==> src/rtl/mem_arbiter.sv <==
// Two-port round-robin arbiter: instruction-fetch and data ports share one memory.
// One downstream transaction in flight; responses routed to owner, bounded by a timeout.
package mem_arbiter_pkg;
  typedef struct packed {
    logic        mem_valid;
    logic [31:0] mem_addr;
    logic [31:0] mem_wdata;
    logic [3:0]  mem_wstrb;
  } mem_in_type;

  typedef struct packed {
    logic [31:0] mem_rdata;
    logic        mem_error;
    logic        mem_ready;
  } mem_out_type;
endpackage

module mem_arbiter
  import mem_arbiter_pkg::*;
#(
  parameter int unsigned timeout_cycles = 64
) (
  input  logic        clock,
  input  logic        reset,
  input  mem_in_type  imem_in,
  output mem_out_type imem_out,
  input  mem_in_type  dmem_in,
  output mem_out_type dmem_out,
  output mem_in_type  ram_in,
  input  mem_out_type ram_out
);

  localparam int unsigned CW = $clog2(timeout_cycles);
  localparam logic [CW-1:0] TMO_LAST = CW'(timeout_cycles - 1);

  typedef enum logic {S_IDLE, S_BUSY} state_e;
  typedef enum logic {P_INST, P_DATA} port_e;

  state_e      state_q, state_d;
  port_e       owner_q, owner_d;
  port_e       last_q, last_d;
  logic        ipend_q, ipend_d;
  logic        dpend_q, dpend_d;
  mem_in_type  ireq_q, ireq_d;
  mem_in_type  dreq_q, dreq_d;
  logic [CW-1:0] cnt_q, cnt_d;
  mem_in_type  ram_in_q, ram_in_d;
  mem_out_type imem_out_q, imem_out_d;
  mem_out_type dmem_out_q, dmem_out_d;

  logic        i_busy, d_busy, i_acc, d_acc, i_cand, d_cand;
  logic        ready_hit, tmo, done, can_arb;
  port_e       gnt;
  mem_in_type  i_slot, d_slot;
  mem_out_type resp;

  always_ff @(posedge clock or negedge reset) begin
    if (!reset) begin
      state_q    <= S_IDLE;
      owner_q    <= P_INST;
      last_q     <= P_DATA;
      ipend_q    <= 1'b0;
      dpend_q    <= 1'b0;
      ireq_q     <= '0;
      dreq_q     <= '0;
      cnt_q      <= '0;
      ram_in_q   <= '0;
      imem_out_q <= '0;
      dmem_out_q <= '0;
    end else begin
      state_q    <= state_d;
      owner_q    <= owner_d;
      last_q     <= last_d;
      ipend_q    <= ipend_d;
      dpend_q    <= dpend_d;
      ireq_q     <= ireq_d;
      dreq_q     <= dreq_d;
      cnt_q      <= cnt_d;
      ram_in_q   <= ram_in_d;
      imem_out_q <= imem_out_d;
      dmem_out_q <= dmem_out_d;
    end
  end

  always_comb begin
    state_d    = state_q;
    owner_d    = owner_q;
    last_d     = last_q;
    ipend_d    = ipend_q;
    dpend_d    = dpend_q;
    ireq_d     = ireq_q;
    dreq_d     = dreq_q;
    cnt_d      = cnt_q;
    ram_in_d   = ram_in_q;
    ram_in_d.mem_valid = 1'b0;
    imem_out_d = '0;
    dmem_out_d = '0;
    gnt        = P_INST;
    resp       = '0;

    // A port is outstanding while pending or while its request is in flight.
    i_busy    = (state_q == S_BUSY) && (owner_q == P_INST);
    d_busy    = (state_q == S_BUSY) && (owner_q == P_DATA);
    i_acc     = imem_in.mem_valid && !ipend_q && !i_busy;
    d_acc     = dmem_in.mem_valid && !dpend_q && !d_busy;
    ready_hit = (state_q == S_BUSY) && ram_out.mem_ready;
    tmo       = (state_q == S_BUSY) && !ram_out.mem_ready && (cnt_q == TMO_LAST);
    done      = ready_hit || tmo;
    can_arb   = (state_q == S_IDLE) || done;
    i_cand    = ipend_q || i_acc;
    d_cand    = dpend_q || d_acc;
    i_slot    = ipend_q ? ireq_q : imem_in;
    d_slot    = dpend_q ? dreq_q : dmem_in;

    if (state_q == S_BUSY) begin
      cnt_d = cnt_q + 1'b1;
      if (done) begin
        if (ready_hit) begin
          resp = ram_out;
        end else begin
          resp.mem_rdata = '0;
          resp.mem_error = 1'b1;
          resp.mem_ready = 1'b1;
        end
        if (owner_q == P_INST) imem_out_d = resp;
        else                   dmem_out_d = resp;
        state_d = S_IDLE;
        cnt_d   = '0;
      end
    end

    if (i_acc) begin
      ipend_d = 1'b1;
      ireq_d  = imem_in;
    end
    if (d_acc) begin
      dpend_d = 1'b1;
      dreq_d  = dmem_in;
    end

    // Arbitration also runs on the completing edge so grants can go back-to-back.
    if (can_arb && (i_cand || d_cand)) begin
      if (i_cand && d_cand) begin
        gnt    = (last_q == P_INST) ? P_DATA : P_INST;
        last_d = gnt;
      end else begin
        gnt = i_cand ? P_INST : P_DATA;
      end
      if (gnt == P_INST) begin
        ram_in_d = i_slot;
        ipend_d  = 1'b0;
      end else begin
        ram_in_d = d_slot;
        dpend_d  = 1'b0;
      end
      ram_in_d.mem_valid = 1'b1;
      owner_d = gnt;
      state_d = S_BUSY;
      cnt_d   = '0;
    end
  end

  assign ram_in   = ram_in_q;
  assign imem_out = imem_out_q;
  assign dmem_out = dmem_out_q;

endmodule

==> config.mk <==
export PLATFORM = sky130hd
export DESIGN_NAME = mem_arbiter
export DESIGN_NICKNAME = d
export VERILOG_FILES = /design/src/rtl/mem_arbiter.sv
export SDC_FILE = /design/constraint.sdc
export NUM_CORES = 1
export LEC_CHECK = 0
export BUFFER_PORTS_ARGS = -buffer_cell sky130_fd_sc_hd__buf_2
export CORE_AREA = 2 2 154 156
export CTS_BUF_LIST = sky130_fd_sc_hd__clkbuf_4
export DETAILED_ROUTE_END_ITERATION = 10
export DIE_AREA = 0 0 156 158
export GPL_TIMING_DRIVEN = 0
export HOLD_SLACK_MARGIN = 0.05
export PLACE_DENSITY_LB_ADDON = 0.12
export SLEW_MARGIN = 20
export SYNTH_ARGS = -nofsm -noshare
export SYNTH_HDL_FRONTEND = slang
export SYNTH_SLANG_ARGS = --single-unit
==> constraint.sdc <==
create_clock -name clock -period 2.7 [get_ports clock]
set_clock_uncertainty 0.2 [all_clocks]
set_input_delay 0.27 -clock clock [delete_from_list [all_inputs] [get_ports clock]]
set_output_delay 0.27 -clock clock [all_outputs]
set_load 0.02 [all_outputs]
==> impl_results.md, run 1 <==
* Endpoints failing setup at 0
* Synth Area per Inst at 13.2 sq um
* First-pass GRT wire length at 52.2 mm
* Final Util at 0.748
* Total track usage at 0.271
* Worst setup margin at 171 ps
* Rel. slew slack at 0.421
* Mux cell area share after synthesis at 0.298
* Drt total wl at 33.1 mm
* Die area at 24600 sq um
* CP Capture Type: register
* FMAX at 395 MHz
* Sink Count at 284
* Outcome: complete, no violations
* Worst R2R Start: cnt_q[1]
* Cell area power density at 1120 nW/um^2
* Hpwl dp at 20.8 mm
* Cell Rows at 56
* I/O pin count at 311
* Starting Density at 0.539
* Vias after detailed routing at 9500
* XOR/XNOR share of the synthesized area at 0.00141
* Routed vias/inst at 5.12
* Synth Area in Compound Gates at 0.0378
* Layout cells sized above 1 at 0.430
* Fillers at 1546
* Worst-path clk slew at 80 ps
* Synthesis warning total at 0
* GPL Wtd Cong at 0.771
* Hold_sp: ram_out[16]
* Ys async rst share at 1.00
* DRC viols at 0
* Initial drt markers at 417
* Largest net degree at the start of global routing at 94
* Worst Max-Slew Pin Slew at 861 ps
* Most common cell after layout, fill and taps aside: buf_2
* CP startpoint: cnt_q[1]
* Initial antenna violation count at 3
* Layout area overhead at 38.8%
* Synth Area in Adders at 0.00101
* Mapped Area at 12400 sq um
* Total grt overflow at 0
* Setup CP Type: reg -> reg
* HP Class: in -> reg
* Hold Slack at 135 ps
* Synth Register Bits at 284
* TritonCTS Buffers at 75
* Crit Path Max Fanout at 10
* Worst VDD drop at 0.643 mV
* CP Launch Type: register
* Min Tclk post-route at 2530 ps
* Post-synthesis net count at 1119
* Pre-CTS setup slack at -31.5 ps
* Final period util at 0.937
* WP data required at 3020 ps
* Max Transition Viols Final at 0
* Final Hold Fails at 0
* Drt pass-1 iters at 4
* Post-synth EDFFs at 0
* Final ANT Viol Nets at 0
* Root Buffer Master: clkbuf_4
* Number of global-route vias before repair at 10400
* RSZ-0062 raised after global routing: false
* Top FF cell, synth: dfrtp_1
* Largest family of logic cells by synthesized area: multiplexers
* Leak at 0.00838 uW
* CTS tree: built
* Die X at 156 microns
* Clock buffer depth at 3
* Die height at 158 microns
* Crit path DAT at 2850 ps
* Nets at 1686
* Commonest non-fill, non-tap cells in the layout: 321 x buf_2, 283 x dfrtp_1, 195 x mux2_2
* Netlist cell types at 38
* Core ar. at 23100 sq um
* Seq/Total Area, Yosys at 0.572
* H-tree Lvls at 3
* Clock latency on the worst-skew pair at 690 ps
* Synth Area in Simple Gates at 0.0661
* Port Buf Inserts at 310
* Wire per inst at 17.8 microns
* Postcts setup bufs at 0
* # Max-Cap Violations at 0
* Mapped Cells at 944
-- final cells by class --
type	count	area [sq um]	area share
Buffer	60	285	0.0165
Sequential cell	284	7110	0.412
Antenna cell	3	7.51	0.000435
Clock inverter	6	78.8	0.00457
Multi-Input combinational cell	597	5040	0.292
Clock buffer	124	931	0.0540
Timing Repair Buffer	490	3430	0.199
Inverter	3	11.3	0.000653
Tap cell	290	363	0.0210
-- critical path, cell delays in order (launching register included) --
cell,delay (ps)
dfrtp_1,380
ha_1,220
nand4_1,200
o211ai_2,360
o31ai_4,160
buf_2,240
buf_2,220
buf_2,210
nand2_1,100
o21ai_1,60
-- layer usage --
metal	share of wire	vias up	global-route usage
met1	0.41	4671	0.318
met4	0.025	0	0.121
met5	0	-	0
li1	-	4461	-
met3	0.068	57	0.0791
met2	0.50	311	0.464
-- metrics by stage --
stage           TNS, ps  instance area, sq um  total power, uW  std cells
3_3_place_gp   -1176450                 14300            14800       1544
2_1_floorplan         0                 12400            12700        944
5_1_grt               0                 17300            20500       1857
6_report              0                 17300            19200       1857
4_1_cts               0                 17200            19300       1854
3_5_place_dp       -116                 14400            15100       1547
-- sequential cells by signal, indices dropped and copies added (netlist names) --
name,flops
state_q,1
dpend_q,1
ireq_q,68
dreq_q,68
last_q,1
cnt_q,6
imem_out,34
dmem_out,34
ram_in,69
owner_q,1
ipend_q,1
-- synth_stat cells, types with 2 or more instances --
cell type | number | area share
dfrtp_1 | 283 | 0.57
buf_6 | 2 | 0.0018
o21ai_1 | 7 | 0.0028
o21ai_2 | 2 | 0.0014
buf_2 | 12 | 0.0048
xor2_1 | 2 | 0.0014
inv_1 | 3 | 0.00091
o21ai_0 | 67 | 0.027
nor2b_1 | 2 | 0.0010
o31ai_1 | 2 | 0.0012
buf_1 | 8 | 0.0024
mux2_2 | 195 | 0.18
and2_1 | 65 | 0.033
mux2i_1 | 137 | 0.11
a21oi_1 | 4 | 0.0016
buf_4 | 5 | 0.0030
nor2_1 | 10 | 0.0030
nand3_1 | 2 | 0.00081
clkbuf_1 | 32 | 0.0097
nand2_1 | 77 | 0.023
mux2_4 | 9 | 0.011
and3_1 | 2 | 0.0010
-- final timing paths --
kind	cells after the start	to	slack [ps]
max	9	ram_in[60]	170
min	3	imem_out[16]	130
max reg2reg	9	ram_in[60]	170
min reg2reg	2	ram_in[45]	270
max in group asynchronous	4	ram_in[1]	1250
min in group asynchronous	4	dreq_q[22]	510
-- power breakdown --
part           internal (uW)  switching [uW]  leakage [uW]
clock network           2240            1730      0.000604
logic                   4020            4310       0.00427
registers               6070             866       0.00351
-- timing repair --
action / 4_1_cts / 5_1_grt
gates resized for setup: 1 / 2
setup endpoints to repair: 15 / 31
endpoints found under the hold margin: 565 / 0
hold buffers: 177 / 0
-- cell families (layout without fill, tap and decap cells) --
group	count (synthesis)	in the layout
AO/OA/AOI/OAI	87	87
XOR/XNOR	2	2
adder cells (fa/ha/maj)	1	1
buffers and inverters	63	683
flip-flops	284	284
multiplexers	341	341
other	0	3
AND/OR/NAND/NOR	166	166
(Power assumes the default switching activity.)
==> run 2, diff against run 1 <==
--- a/config.mk
+++ b/config.mk
@@ -5,11 +5,12 @@
 export SDC_FILE = /design/constraint.sdc
 export NUM_CORES = 1
 export LEC_CHECK = 0
-export BUFFER_PORTS_ARGS = -buffer_cell sky130_fd_sc_hd__buf_2
-export CORE_AREA = 2 2 154 156
+export ABC_AREA = 1
+export BUFFER_PORTS_ARGS = -buffer_cell sky130_fd_sc_hd__buf_4
+export CORE_AREA = 2 2 156 158
 export CTS_BUF_LIST = sky130_fd_sc_hd__clkbuf_4
 export DETAILED_ROUTE_END_ITERATION = 10
-export DIE_AREA = 0 0 156 158
+export DIE_AREA = 0 0 158 160
 export GPL_TIMING_DRIVEN = 0
 export HOLD_SLACK_MARGIN = 0.05
 export PLACE_DENSITY_LB_ADDON = 0.12
==> run 2 against run 1 <==
Hold slack better by 74 ps; total power grew 3.3%; via count grew 43%; cell count up 40%; count of clock-buffer cells in the layout shrank 8; combinational power is 11% higher; register-to-register slack better by 150 ps; sequential share of layout area down 2.8 points; non-clock buffer count grew 49; critical path depth is 2 lower; global-route usage grew 6.9 points; fmax grew 6.3%; critical path type unchanged; largest cell class unchanged; highest routed layer unchanged.
==> impl_results.md, run 2 <==
* Outcome: complete, no violations
* # Max-Cap Violations at 0
* Top FF cell, synth: dfrtp_1
* H-tree Lvls at 3
* Setup CP Type: reg -> reg
* Number of flip-flops under the largest register name at 69
* CP Launch Type: register
* Vias after detailed routing at 13600
* Root Buffer Master: clkbuf_4
* Hpwl dp at 26.4 mm
* Synth area leaders: dfrtp_1 55%, nand2_1 18%, o21ai_0 11%
* Most frequent cell after synthesis: nand2_1
* GPL Wtd Cong at 0.830
* Fillers at 1693
* Synth Area per Inst at 7.82 sq um
* Worst Max-Slew Pin Slew at 764 ps
* Post-synthesis net count at 1832
* Worst setup margin at 319 ps
* Synth area leader: dfrtp_1
* Worst-path clk slew at 70 ps
* CP Capture Type: register
* Pre-CTS setup slack at 330 ps
* Endpoints failing setup at 0
* Die height at 160 microns
* Worst reg2reg endpoint: dreq_q[46]
* Initial drt markers at 1270
* Mapped Cells at 1657
* Total cell area at the placement stage at 15800 sq um
* First-pass GRT wire length at 67.5 mm
* Hold Slack at 209 ps
* Worst Hold Endpoint: dmem_out[29]
* Placed cell count at 2294
* Crit path DAT at 2700 ps
* Starting Density at 0.544
* Layout area overhead at 42.9%
* Drt total wl at 43.1 mm
* Top post-synthesis cells by count: 635 x nand2_1, 283 x dfrtp_1, 275 x o21ai_0
* Synth Register Bits at 284
* Leak at 0.0100 uW
* TritonCTS Buffers at 78
* WP data required at 3020 ps
* Total track usage at 0.339
* I/O pin count at 311
* Max Transition Viols Final at 0
* Worst VDD drop at 0.573 mV
* Synthesis warning total at 0
* DRC viols at 0
* Core ar. at 23800 sq um
* Post-synth EDFFs at 0
* Cell Rows at 57
* Die area at 25300 sq um
* Cell area power density at 1070 nW/um^2
* Wire per inst at 16.5 microns
* HP Class: in -> reg
* Ys async rst share at 1.00
* Design area at 18500 sq um
* Routed vias/inst at 5.23
* Crit Path Max Fanout at 10
* Post-CTS resize count at 0
* Total grt overflow at 0
* Port Buf Inserts at 310
* Sequential Area at 7110 sq um
* Initial antenna violation count at 3
* Netlist cell types at 24
* CTS tree: built
* Sink Count at 284
* Worst R2R Start: owner_q
* Mapped Area at 13000 sq um
* Clock latency on the worst-skew pair at 670 ps
* Postcts setup bufs at 0
* Drt pass-1 iters at 6
* Rel. slew slack at 0.489
* Hold_sp: ram_out[29]
* Final ANT Viol Nets at 0
* Most common cell after layout, fill and taps aside: nand2_1
* Reg2reg path depth at 7
* Post-Layout Cell Count at 2603
* Synth top area share at 0.546
* Seq/Total Area, Yosys at 0.549
* Footprint of the multi-input gates at 4640 sq um
* Number of global-route vias before repair at 13600
* Reg2reg setup slack at 320 ps
* Hold Path Stages at 4
* Final period util at 0.882
* RSZ-0062 raised after global routing: false
* Die X at 158 microns
* Commonest non-fill, non-tap cells in the layout: 635 x nand2_1, 317 x buf_4, 283 x dfrtp_1
* Min Tclk post-route at 2380 ps
* Layout cells sized above 1 at 0.223
* Largest net degree at the start of global routing at 96
* Nets at 2402
* FMAX at 420 MHz
* Clock buffer depth at 3
* Number of hold buffers added after CTS at 177
* Final Hold Fails at 0
* Final setup TNS at 0 ps
## run 2: changes by cell type after synthesis, moves of 63 or more
cell and delta:
and2_1 -65, mux2_2 -195, mux2i_1 -137, inv_1 +176, nor3_1 +63, nand3_1 +79, nand2_1 +558, o21ai_0 +208
## run 2: where the power goes
part | switching, uW | total, uW | internal [uW] | leakage, uW
logic | 5990 | 9220 | 3240 | 0.00584
registers | 899 | 6840 | 5940 | 0.00362
clock network | 1780 | 3810 | 2040 | 0.000577
## run 2: logic make-up (layout without fill, tap and decap cells)
| family | count (synthesis) | in the layout | share of synthesized area |
|---|---|---|---|
| flip-flops | 284 | 284 | 0.549 |
| buffers and inverters | 292 | 911 | 0.0937 |
| AND/OR/NAND/NOR | 801 | 801 | 0.249 |
| other | 0 | 3 | 0 |
| adder cells (fa/ha/maj) | 1 | 1 | 0.000965 |
| AO/OA/AOI/OAI | 279 | 279 | 0.108 |
## run 2: metrics by stage
stage	util	total power [uW]
after floorplan	-	12400
after global placement	0.659	15300
after detailed placement	0.663	15600
after CTS	0.777	19700
after global routing	0.777	21300
final	0.777	19900
## run 2: cell type report
class                   count  share of cell area
repair buffers            490               0.227
plain buffers             109              0.0283
clock buffers             116              0.0470
well taps                 324              0.0219
diodes                      3            0.000405
clock inverters            13             0.00405
inverters                 183              0.0372
multi-input cells        1081               0.250
flip-flops and latches    284               0.384
## run 2: worst max path at each step
stage / slack, ps / startpoint / depth (start not counted) / to
after detailed placement: 330 / owner_q / 7 / dreq_q[26]
final: 320 / owner_q / 7 / dreq_q[46]
after global routing: 210 / owner_q / 7 / dreq_q[58]
after CTS: 330 / owner_q / 7 / dreq_q[46]
after global placement: -1310 / reset / 1 / dreq_q[49]
after floorplan: 950 / cnt_q[0] / 11 / ram_in[48]
## run 2: worst max-delay path, stage by stage (launching register included)
cell     delay, ps
dfrtp_1        360
buf_4          180
nand2_1        100
nand3_1        550
buf_2          450
buf_2          220
nand2_1         80
o21ai_0         90
## run 2: layer usage
| metal | share of wire | track usage | up-vias |
|---|---|---|---|
| met2 | 0.50 | 0.579 | 692 |
| met5 | 0 | 0 | - |
| met3 | 0.076 | 0.0744 | 134 |
| met4 | 0.035 | 0.130 | 0 |
| met1 | 0.39 | 0.421 | 6428 |
| li1 | - | - | 6355 |
